<file path="src/rtl/mux_pkg.sv">
// Shared constants and width helper for the scanning mux.
package mux_pkg;
  localparam logic MODE_MANUAL = 1'b0;
  localparam logic MODE_SCAN   = 1'b1;

  function automatic int clog2_min1(input int n);
    return (n <= 2) ? 1 : $clog2(n);
  endfunction
endpackage

</file>
<file path="src/rtl/mux_scan_ctr.sv">
// Dwell counter and wrapping channel pointer for auto-scan.
module mux_scan_ctr
  import mux_pkg::*;
#(
  parameter int N_CH  = 8,
  parameter int DWELL = 4,
  parameter int SELW  = clog2_min1(N_CH),
  parameter int CW    = clog2_min1(DWELL)
) (
  input  logic            clk,
  input  logic            rst_n,
  input  logic            en,
  input  logic            stall,
  input  logic            clear,
  output logic            tick,
  output logic [SELW-1:0] ptr
);
  localparam logic [CW-1:0]   CMAX = CW'(DWELL - 1);
  localparam logic [SELW-1:0] PMAX = SELW'(N_CH - 1);

  logic [CW-1:0] cnt;

  assign tick = en && (cnt == CMAX);

  // At CMAX the count saturates under stall so no channel is skipped.
  always_ff @(posedge clk) begin
    if (!rst_n) begin
      cnt <= '0;
      ptr <= '0;
    end else if (clear) begin
      cnt <= '0;
      ptr <= '0;
    end else if (en) begin
      if (cnt != CMAX) begin
        cnt <= cnt + 1'b1;
      end else if (!stall) begin
        cnt <= '0;
        ptr <= (ptr == PMAX) ? '0 : ptr + 1'b1;
      end
    end
  end
endmodule

</file>
<file path="src/rtl/mux_scan_n.sv">
// N-channel registered mux with manual select or round-robin
// scan, delivering samples on a valid/ready handshake.
module mux_scan_n
  import mux_pkg::*;
#(
  parameter int N_CH  = 8,
  parameter int W     = 1,
  parameter int DWELL = 4,
  localparam int SELW = clog2_min1(N_CH)
) (
  input  logic              clk,
  input  logic              rst_n,
  input  logic [N_CH*W-1:0] din,
  input  logic              mode,
  input  logic [SELW-1:0]   sel,
  input  logic              en,
  input  logic              out_ready,
  output logic [W-1:0]      dout,
  output logic [SELW-1:0]   ch_out,
  output logic              out_valid,
  output logic              err
);
  logic            mode_q;
  logic            mode_chg;
  logic            is_scan;
  logic            slot_free;
  logic            tick;
  logic [SELW-1:0] ptr;
  logic [SELW-1:0] idx;
  logic            in_rng;
  logic [W-1:0]    mux_d;
  logic            cap;
  logic            err_d;

  assign mode_chg  = (mode != mode_q);
  assign is_scan   = (mode == MODE_SCAN);
  assign slot_free = !out_valid || out_ready;

  mux_scan_ctr #(
    .N_CH  (N_CH),
    .DWELL (DWELL)
  ) u_ctr (
    .clk   (clk),
    .rst_n (rst_n),
    .en    (en && is_scan),
    .stall (!slot_free),
    .clear (!is_scan || mode_chg),
    .tick  (tick),
    .ptr   (ptr)
  );

  always_comb begin
    idx    = is_scan ? ptr : sel;
    in_rng = int'(idx) < N_CH;
    mux_d  = '0;
    if (in_rng) mux_d = din[int'(idx)*W +: W];
    cap    = !mode_chg && slot_free && (is_scan ? tick : en);
    err_d  = cap && !is_scan && !in_rng;
  end

  // mode_q loads the live mode in reset so release is not a switch.
  always_ff @(posedge clk) begin
    if (!rst_n) begin
      dout      <= '0;
      ch_out    <= '0;
      out_valid <= 1'b0;
      err       <= 1'b0;
      mode_q    <= mode;
    end else begin
      mode_q <= mode;
      err    <= err_d;
      if (cap) begin
        dout      <= mux_d;
        ch_out    <= idx;
        out_valid <= 1'b1;
      end else if (out_ready) begin
        out_valid <= 1'b0;
      end
    end
  end
endmodule

</file>
<file path="config.mk">
export PLATFORM = sky130hd
export DESIGN_NAME = mux_scan_n
export DESIGN_NICKNAME = d
export VERILOG_FILES = /design/src/rtl/mux_pkg.sv /design/src/rtl/mux_scan_ctr.sv /design/src/rtl/mux_scan_n.sv
export SDC_FILE = /design/constraint.sdc
export NUM_CORES = 1
export LEC_CHECK = 0
export ABC_AREA = 0
export CORE_MARGIN = 2
export CORE_UTILIZATION = 45
export CTS_BUF_LIST = sky130_fd_sc_hd__clkbuf_4 sky130_fd_sc_hd__clkbuf_8 sky130_fd_sc_hd__clkbuf_16
export DETAILED_ROUTE_END_ITERATION = 6
export GPL_TIMING_DRIVEN = 0
export PLACE_DENSITY_LB_ADDON = 0.3
export SYNTH_ARGS = -nofsm -noshare
export SYNTH_HDL_FRONTEND = slang
export SYNTH_SLANG_ARGS = --single-unit
</file>
<file path="constraint.sdc">
create_clock -name clk -period 3 [get_ports clk]
set_input_delay 0.9 -clock clk [delete_from_list [all_inputs] [get_ports clk]]
set_output_delay 0.9 -clock clk [all_outputs]
set_load 0.005 [all_outputs]
</file>
==> metrics.txt, run 1 <==
outcome=finished clean; DP Wirelength=847 um; final std cells w/o fill=94; Area contributors post-synth=dfxtp_1 (37%), mux2i_1 (14%), mux4_1 (8.9%), ha_1 (8.5%), nor2_1 (4.4%); Synth async-reset ratio=0%; worst endpoint required time=3.15 ns; die height=approximately 40 um; Synth Cell Area=between 500 and 600 sq um; routability cong.=0.727; Initial Util=46.5%; NumNets Final=100; CTS HTree Levels=1; Wirelength per Cell=11.0 um; number of flops mapped to enable cells by yosys=0; Clock Path Buffers=2; Yosys top cell by area=dfxtp_1; CTS Sinks=11; Setup crit end kind=flop; synth cell count leaders=dfxtp_1 (11), mux2i_1 (8), nor2_1 (7); drt pass-1 iters=3; cts repair resizes=0; share of layout cells above drive strength 1=between 10 and 15%; Clock Skew=between 0.007 and 0.008 ns; Area Growth Syn to Fin=41.7%; Setup TNS Final=0 ns; Reg clk slew, reported paths=0.07 ns; largest net degree at the start of global routing=8; Gate Count Post-Synth=55; synthesized net count=between 70 and 80; critical path peak fanout=7; global route overflow=0; hold_ws=0.501 ns; number of cells after detailed placement=90; final core utilization=66.0%; worst hold path class=flop to flop; Final Hold Vio Count=0; Port Buffers=20; max-cap violation count=0; Top FF cell, synth=dfxtp_1; syn_area_per_cell=10.7 sq um; WP data arrival=roughly 2.6 ns; via/cell ratio=5.01; die area=0.00162 sq mm; RSZ-0062 raised after global routing=no; DR DRC count=0; CTS tree=built; core area=0.00127 sq mm; total CTS buffers=3; DR iter-0 viols=10; LEAKAGE=0.000359 uW; first-pass GRT wire length=between 1.5 and 2 mm; Site Rows=13; vias in the first global route=between 400 and 500; pwr/cell area=364 mW/mm^2; cell with the most instances after synthesis=dfxtp_1; Clock Tree Root=clkbuf_4; Min Clock Period, post-route=between 2 and 2.5 ns; WS Path Type=input port to flop; Seq/Total Area, Yosys=around 37%; Synth top area share=37.3%; Hold-fix buffers, CTS=0; Yosys Warn Count=0; Setup Fix Bufs, Post-CTS=0; initial antenna violation count=0; Vias=between 400 and 500; maximum vdd ir drop=226 uV; worst skew pair latency=0.27 ns; count of cell types in the netlist=24; period utilization=80.4%; fmax=415 MHz; Finish-stage setup viols=0; Overall Global Routing Usage=15.1%; I/O pin total=22; Yosys reg bits=11; CP Launch Type=input port; Final Slew Violations=0; ANT cells=0; die span in x=approximately 40 um; ANT nets after route=0; routed wire length=1.03 mm; power after layout=between 300 and 400 uW
layout by cell type (no fill, tap or decap), drive strengths merged:
cell	Yosys	layout
a21oi	1	1
a32oi	1	1
and4	1	1
and4b	1	1
buf	2	2
clkbuf	2	5
clkdlybuf4s50	0	20
clkinv	0	1
conb	1	1
dfxtp	11	11
ha	4	4
inv	2	2
mux2	2	2
mux2i	8	8
mux4	2	2
nand2	2	2
nand2b	1	1
nor2	7	7
nor2b	2	2
o211a	1	1
o211ai	1	1
o21a	1	1
o21ai	1	1
or2b	1	1
final timing paths:
path                             endpoint  slack [ns]          from  cells past startpoint
worst min register to register  ch_out[2]        0.50     ch_out[2]                      1
worst max register to register       dout        1.48  u_ctr.cnt[0]                      6
worst min-delay path            ch_out[2]        0.50     ch_out[2]                      1
worst max-delay path                 dout        0.59          mode                      6
metrics by stage:
step	instance area, sq um	setup WS, ns
2_1_floorplan	591	0.920
3_3_place_gp	810	0.323
3_5_place_dp	810	0.288
4_1_cts	837	0.574
5_1_grt	837	0.494
6_report	837	0.589
per-layer routing:
layer / routed length, um / track usage, % / up-vias / share of wire, %
li1: - / - / 242 / -
met1: 420 / 16.8 / 208 / 41
met2: 509 / 25.4 / 16 / 49
met3: 62 / 3.33 / 5 / 6.0
met4: 38 / 10.0 / 0 / 3.7
met5: 0 / 0 / - / 0
state kept, by name, indices dropped and copies added (netlist names):
register	count
u_ctr.ptr	3
out_valid	1
ch_out	3
u_ctr.cnt	2
dout	1
mode_q	1
worst max-delay path, stage by stage:
cell	delay, ns
clkdlybuf4s50_1	0.52
buf_6	0.15
mux2_4	0.32
mux4_1	0.45
mux2i_1	0.14
a21oi_1	0.08
power breakdown:
group | switching [uW] | total, uW | leakage (uW) | internal (uW)
sequential | 1.77 | 152 | 0.0000894 | 150
clock | 51.2 | 101 | 0.0000177 | 49.4
combinational | 16.0 | 52.9 | 0.000252 | 36.9
cells by family after synthesis:
logic type	share of synthesized area, %
other	0.635
adders and majority gates	8.47
buffers and inverters	5.72
and+or+nand+nor	13.6
AOI/OAI and AO/OA	7.41
DFF	37.3
muxes	26.9
layout make-up:
type                    count  area, sq um
multi-input cells          38          337
clock buffers               3         22.5
repair buffers             20          200
well taps                  15         18.8
flip-flops and latches     11          220
clock inverters             1         5.00
plain buffers               4         26.3
inverters                   2         7.51
fillers                   118          432
Power figures use the tool's default switching activity.
==> run 2, diff against run 1 <==
Settings changed: CORE_UTILIZATION 45 to 37.
Clock period 3 ns to 2.14 ns, I/O delays scaled along.
==> run 2 against run 1 <==
  * Register-to-register slack got worse by 0.86 ns
  * Clock power rose by 39%
  * Cell count rose by 1.1%
  * Flip-flop and latch count did not move
  * Die area rose by 19%
  * Largest cell class unchanged
  * Highest routed layer unchanged
==> metrics.txt, run 2 (synthesis gave the netlist of run 1 again) <==
outcome=finished clean; area of the multi-input gates=between 300 and 400 sq um; Reg clk slew, reported paths=0.08 ns; Initial Util=39.2%; ANT cells=0; worst hold path class=flop to flop; fmax=around 520 MHz; Setup Fix Bufs, Post-CTS=0; ANT nets after route=0; Area Growth Syn to Fin=41.7%; RSZ-0062 raised after global routing=no; Regs by FF count=ch_out: 3 flops, u_ctr.ptr: 3 flops, u_ctr.cnt: 2 flops; via/cell ratio=5.01; period utilization=approximately nine tenths; finished layout cell area=837 sq um; Placed Instance Area=811 sq um; drt pass-1 iters=2; Vias=between 400 and 500; Min Clock Period, post-route=1.92 ns; worst endpoint required time=2.29 ns; Reg area=around 220 sq um; CTS Sinks=11; critical path peak fanout=7; routability cong.=between 0.6 and 0.7; DR DRC count=0; Fill cells=152; Site Rows=14; Port Buffers=20; Wirelength per Cell=11.0 um; power after layout=426 uW; total CTS buffers=3; Final Slew Violations=0; I/O pin total=22; NumNets Final=100; global route overflow=0; maximum vdd ir drop=343 uV; routed wire length=1.05 mm; initial antenna violation count=0; pwr/cell area=between 500 and 600 mW/mm^2; Clock Tree Root=clkbuf_4; Setup crit end kind=flop; DR iter-0 viols=2; Final Hold Vio Count=0; max-cap violation count=0; WP data arrival=approximately 2.1 ns; CTS tree=built; Hold-fix buffers, CTS=0; DP Wirelength=831 um; die span in x=44.0 um; Finish-stage setup viols=0; Flop pwr share=approximately 50%; Clock Path Buffers=2; combinational power share=~17%; share of layout cells above drive strength 1=11.4%; first-pass GRT wire length=~1.7 mm; NetSw=95.9 uW; Int Power=around 330 uW; most frequent standard cell in the layout excluding fill and tap cells=clkdlybuf4s50_1; worst skew pair latency=0.27 ns; core area=0.00151 sq mm; CTS HTree Levels=1; LEAKAGE=0.000360 uW; die area=around 0.0019 sq mm; vias in the first global route=443; Net Sw Frac=22.5%; die height=44.0 um; CP Launch Type=input port; Overall Global Routing Usage=12.7%; Clock Skew=0.00699 ns; largest net degree at the start of global routing=8; cts repair resizes=1; Clock Power Share=32.9%; most frequent cells in the layout=clkdlybuf4s50_1 (19), dfxtp_1 (11), mux2i_1 (8); WS Path Type=input port to flop
-- run 2: cell types whose count changed in the layout (fill, tap and decap cells not counted) --
cell | before | now
clkdlybuf4s50_1 | 20 | 19
dlygate4sd2_1 | 0 | 1
-- run 2: worst max-delay path, cell delays in order --
cell           delay [ns]
dlygate4sd2_1        0.27
buf_6                0.15
mux2_4               0.32
mux4_1               0.45
mux2i_1              0.15
a21oi_1              0.08
-- run 2: layer usage --
layer  share of wire (%)  GRT usage [%]  vias to the layer above
met5                   0              0                        -
met4                 1.9           10.9                        0
met3                 5.7           2.50                        2
met2                  47           20.0                       16
met1                  45           14.6                      213
li1                    -              -                      245
-- run 2: stage by stage --
stage | util, % | setup WS (ns) | hold WS, ns | std cells | setup TNS [ns]
finish | 55.6 | 0.222 | 0.504 | 95 | 0
global route | 55.6 | 0.156 | 0.527 | 95 | 0
CTS | 55.6 | 0.230 | 0.512 | 95 | 0
detailed placement | 53.8 | -0.329 | 0.492 | 91 | -0.957
global placement | 53.8 | -0.300 | 0.483 | 91 | -0.830
floorplan | - | 0.318 | 0.468 | 55 | 0
-- run 2: path summary, 6_finish.rpt --
| kind | from | end | slack, ns | cells past startpoint |
|---|---|---|---|---|
| min reg2reg | u_ctr.cnt[1] | u_ctr.cnt[1] | 0.50 | 2 |
| min | u_ctr.cnt[1] | u_ctr.cnt[1] | 0.50 | 2 |
| max reg2reg | u_ctr.cnt[0] | ch_out[0] | 0.62 | 6 |
| max | mode | dout | 0.22 | 6 |
-- run 2: area by class of cell --
cell class	count	area share, %
flip-flops and latches	11	26.3
clock buffers	3	2.69
well taps	16	2.39
plain buffers	4	3.14
repair buffers	20	23.8
multi-input cells	38	40.2
clock inverters	1	0.598
inverters	2	0.897
-- run 2: power by group through the flow --
| stage | Clock [uW] | Sequential, uW | Combinational, uW |
|---|---|---|---|
| floorplan | 0 | 218 | 32.4 |
| global placement | 0 | 217 | 73.4 |
| detailed placement | 0 | 218 | 74.4 |
| CTS | 149 | 213 | 74.0 |
| global route | 157 | 213 | 79.0 |
| finish | 140 | 213 | 73.0 |
==> run 3, diff against run 2 <==
Settings changed: CELL_PAD_IN_SITES_DETAIL_PLACEMENT set to 0, CELL_PAD_IN_SITES_GLOBAL_PLACEMENT set to 1, CORE_UTILIZATION 37 to 28, SKIP_LAST_GASP set to 1.
==> run 3 against run 2 <==
  * Wire length increased by 6.4%
  * Global-route usage shrank 2.3 points
  * Clock skew decreased by 0.0019 ns
  * Non-clock buffer count unchanged
  * Flip-flop and latch count stayed put
  * Clock power increased by 12%
  * Setup slack gained 0.0075 ns
  * Critical path depth stayed put
  * Via count is 0.42% lower
  * Worst hold slack worse by 0.0020 ns
  * Cell count rose by 12%
  * Critical endpoint unchanged
==> metrics.txt, run 3 (synthesis gave the netlist of run 1 again) <==
WP data arrival=2.06 ns; Reg clk slew, reported paths=around 0.080 ns; global route overflow=0; DR iter-0 viols=2; worst skew pair latency=0.27 ns; Min Clock Period, post-route=roughly 1.9 ns; die area=0.00249 sq mm; die height=49.9 um; routed wire length=1.12 mm; most frequent cells in the layout=clkdlybuf4s50_1 (19), dfxtp_1 (11), mux2i_1 (8); Setup crit end kind=flop; CTS Sinks=11; hold_ws=0.502 ns; pwr/cell area=just over 500 mW/mm^2; I/O pin total=22; Area Growth Syn to Fin=44.5%; vias in the first global route=470; routability cong.=0.661; Port Buffers=20; crit path from=mode; period utilization=89.3%; initial antenna violation count=0; Final Hold Vio Count=0; Initial Util=roughly 30%; Regs by FF count=ch_out: 3 flops, u_ctr.ptr: 3 flops, u_ctr.cnt: 2 flops; r2r endpoint=ch_out[0]; Wirelength per Cell=10.5 um; share of layout cells above drive strength 1=11.4%; core area=0.00198 sq mm; ANT nets after route=0; ANT cells=0; finished layout cell area=roughly 850 sq um; final std cells w/o fill=about 110; WS Path Type=input port to flop; CP Launch Type=input port; outcome=finished clean; drt pass-1 iters=2; Overall Global Routing Usage=around a tenth; Clock Path Buffers=2; Clock Skew=0.00508 ns; Fill cells=192; Setup Fix Bufs, Post-CTS=0; first-pass GRT wire length=1.90 mm; LEAKAGE=0.000361 uW; total CTS buffers=3; Clock Tree Root=clkbuf_4; Vias=approximately 470; max-cap violation count=0; Reg2Reg Setup Slack=0.62 ns; worst endpoint required time=2.29 ns; Final Slew Violations=0; most frequent standard cell in the layout excluding fill and tap cells=clkdlybuf4s50_1; Finish-stage setup viols=0; critical path peak fanout=7; cell depth of the worst flop-to-flop path=6; worst hold path class=flop to flop; Placed Instance Area=around 800 sq um; CTS HTree Levels=1; Setup crit end=dout; largest net degree at the start of global routing=8; RSZ-0062 raised after global routing=no; CTS tree=built; via/cell ratio=between 4 and 5; NumNets Final=100; Site Rows=16; r2r startpoint=u_ctr.cnt[0]; maximum vdd ir drop=258 uV; number of cells after detailed placement=102; die span in x=49.9 um; DR DRC count=0; fmax=~520 MHz
run 3: worst min-delay path by stage:
stage | start | endpoint | slack, ns | depth (start not counted)
6_report | u_ctr.cnt[1] | u_ctr.cnt[1] | 0.50 | 2
5_1_grt | ch_out[2] | ch_out[2] | 0.52 | 1
4_1_cts | ch_out[2] | ch_out[2] | 0.51 | 1
3_5_place_dp | ch_out[2] | ch_out[2] | 0.49 | 1
3_3_place_gp | ch_out[2] | ch_out[2] | 0.48 | 1
2_1_floorplan | u_ctr.cnt[1] | u_ctr.cnt[1] | 0.47 | 2
run 3: timing repair:
| action | in CTS | in global routing |
|---|---|---|
| resized for setup | 1 | 0 |
| hold buffers | 0 | 0 |
| hold endpoints to repair | 0 | 0 |
| setup endpoints to repair | 1 | 0 |
run 3: critical path: stages:
cell,delay (ns)
dlygate4sd2_1,0.27
buf_6,0.15
mux2_4,0.32
mux4_1,0.46
mux2i_1,0.15
a21oi_1,0.08
run 3: where the power goes:
group          switching, uW  internal (uW)
logic                   22.2           50.7
registers               2.51            210
clock network           72.2           84.7
total                   96.9            345
run 3: final cells by class:
class                   instances  area [sq um]  share of cell area [%]
multi-input cells              38           337                    39.4
plain buffers                   4          26.3                    3.08
repair buffers                 20           199                    23.3
clock buffers                   4          30.0                    3.52
well taps                      27          33.8                    3.96
flip-flops and latches         11           220                    25.8
inverters                       2          7.51                   0.880
run 3: through the flow:
| stage | power [uW] | setup WS (ns) | TNS [ns] | utilization (%) |
|---|---|---|---|---|
| 5_1_grt | 464 | 0.155 | 0 | 43.1 |
| 6_report | 442 | 0.229 | 0 | 43.1 |
| 3_3_place_gp | 291 | -0.327 | -0.932 | 41.6 |
| 2_1_floorplan | 250 | 0.318 | 0 | - |
| 3_5_place_dp | 292 | -0.344 | -0.969 | 41.6 |
| 4_1_cts | 450 | 0.214 | 0 | 43.1 |
run 3: metal layers:
| metal | global-route usage (%) | vias up | share of wire (%) | wire length (um) |
|---|---|---|---|---|
| met5 | 0 | - | 0 | 0 |
| met4 | 6.94 | 0 | 1.3 | 14 |
| met3 | 5.15 | 2 | 9.1 | 102 |
| met2 | 14.9 | 19 | 44 | 489 |
| met1 | 12.0 | 210 | 46 | 509 |
| li1 | - | 243 | - | - |
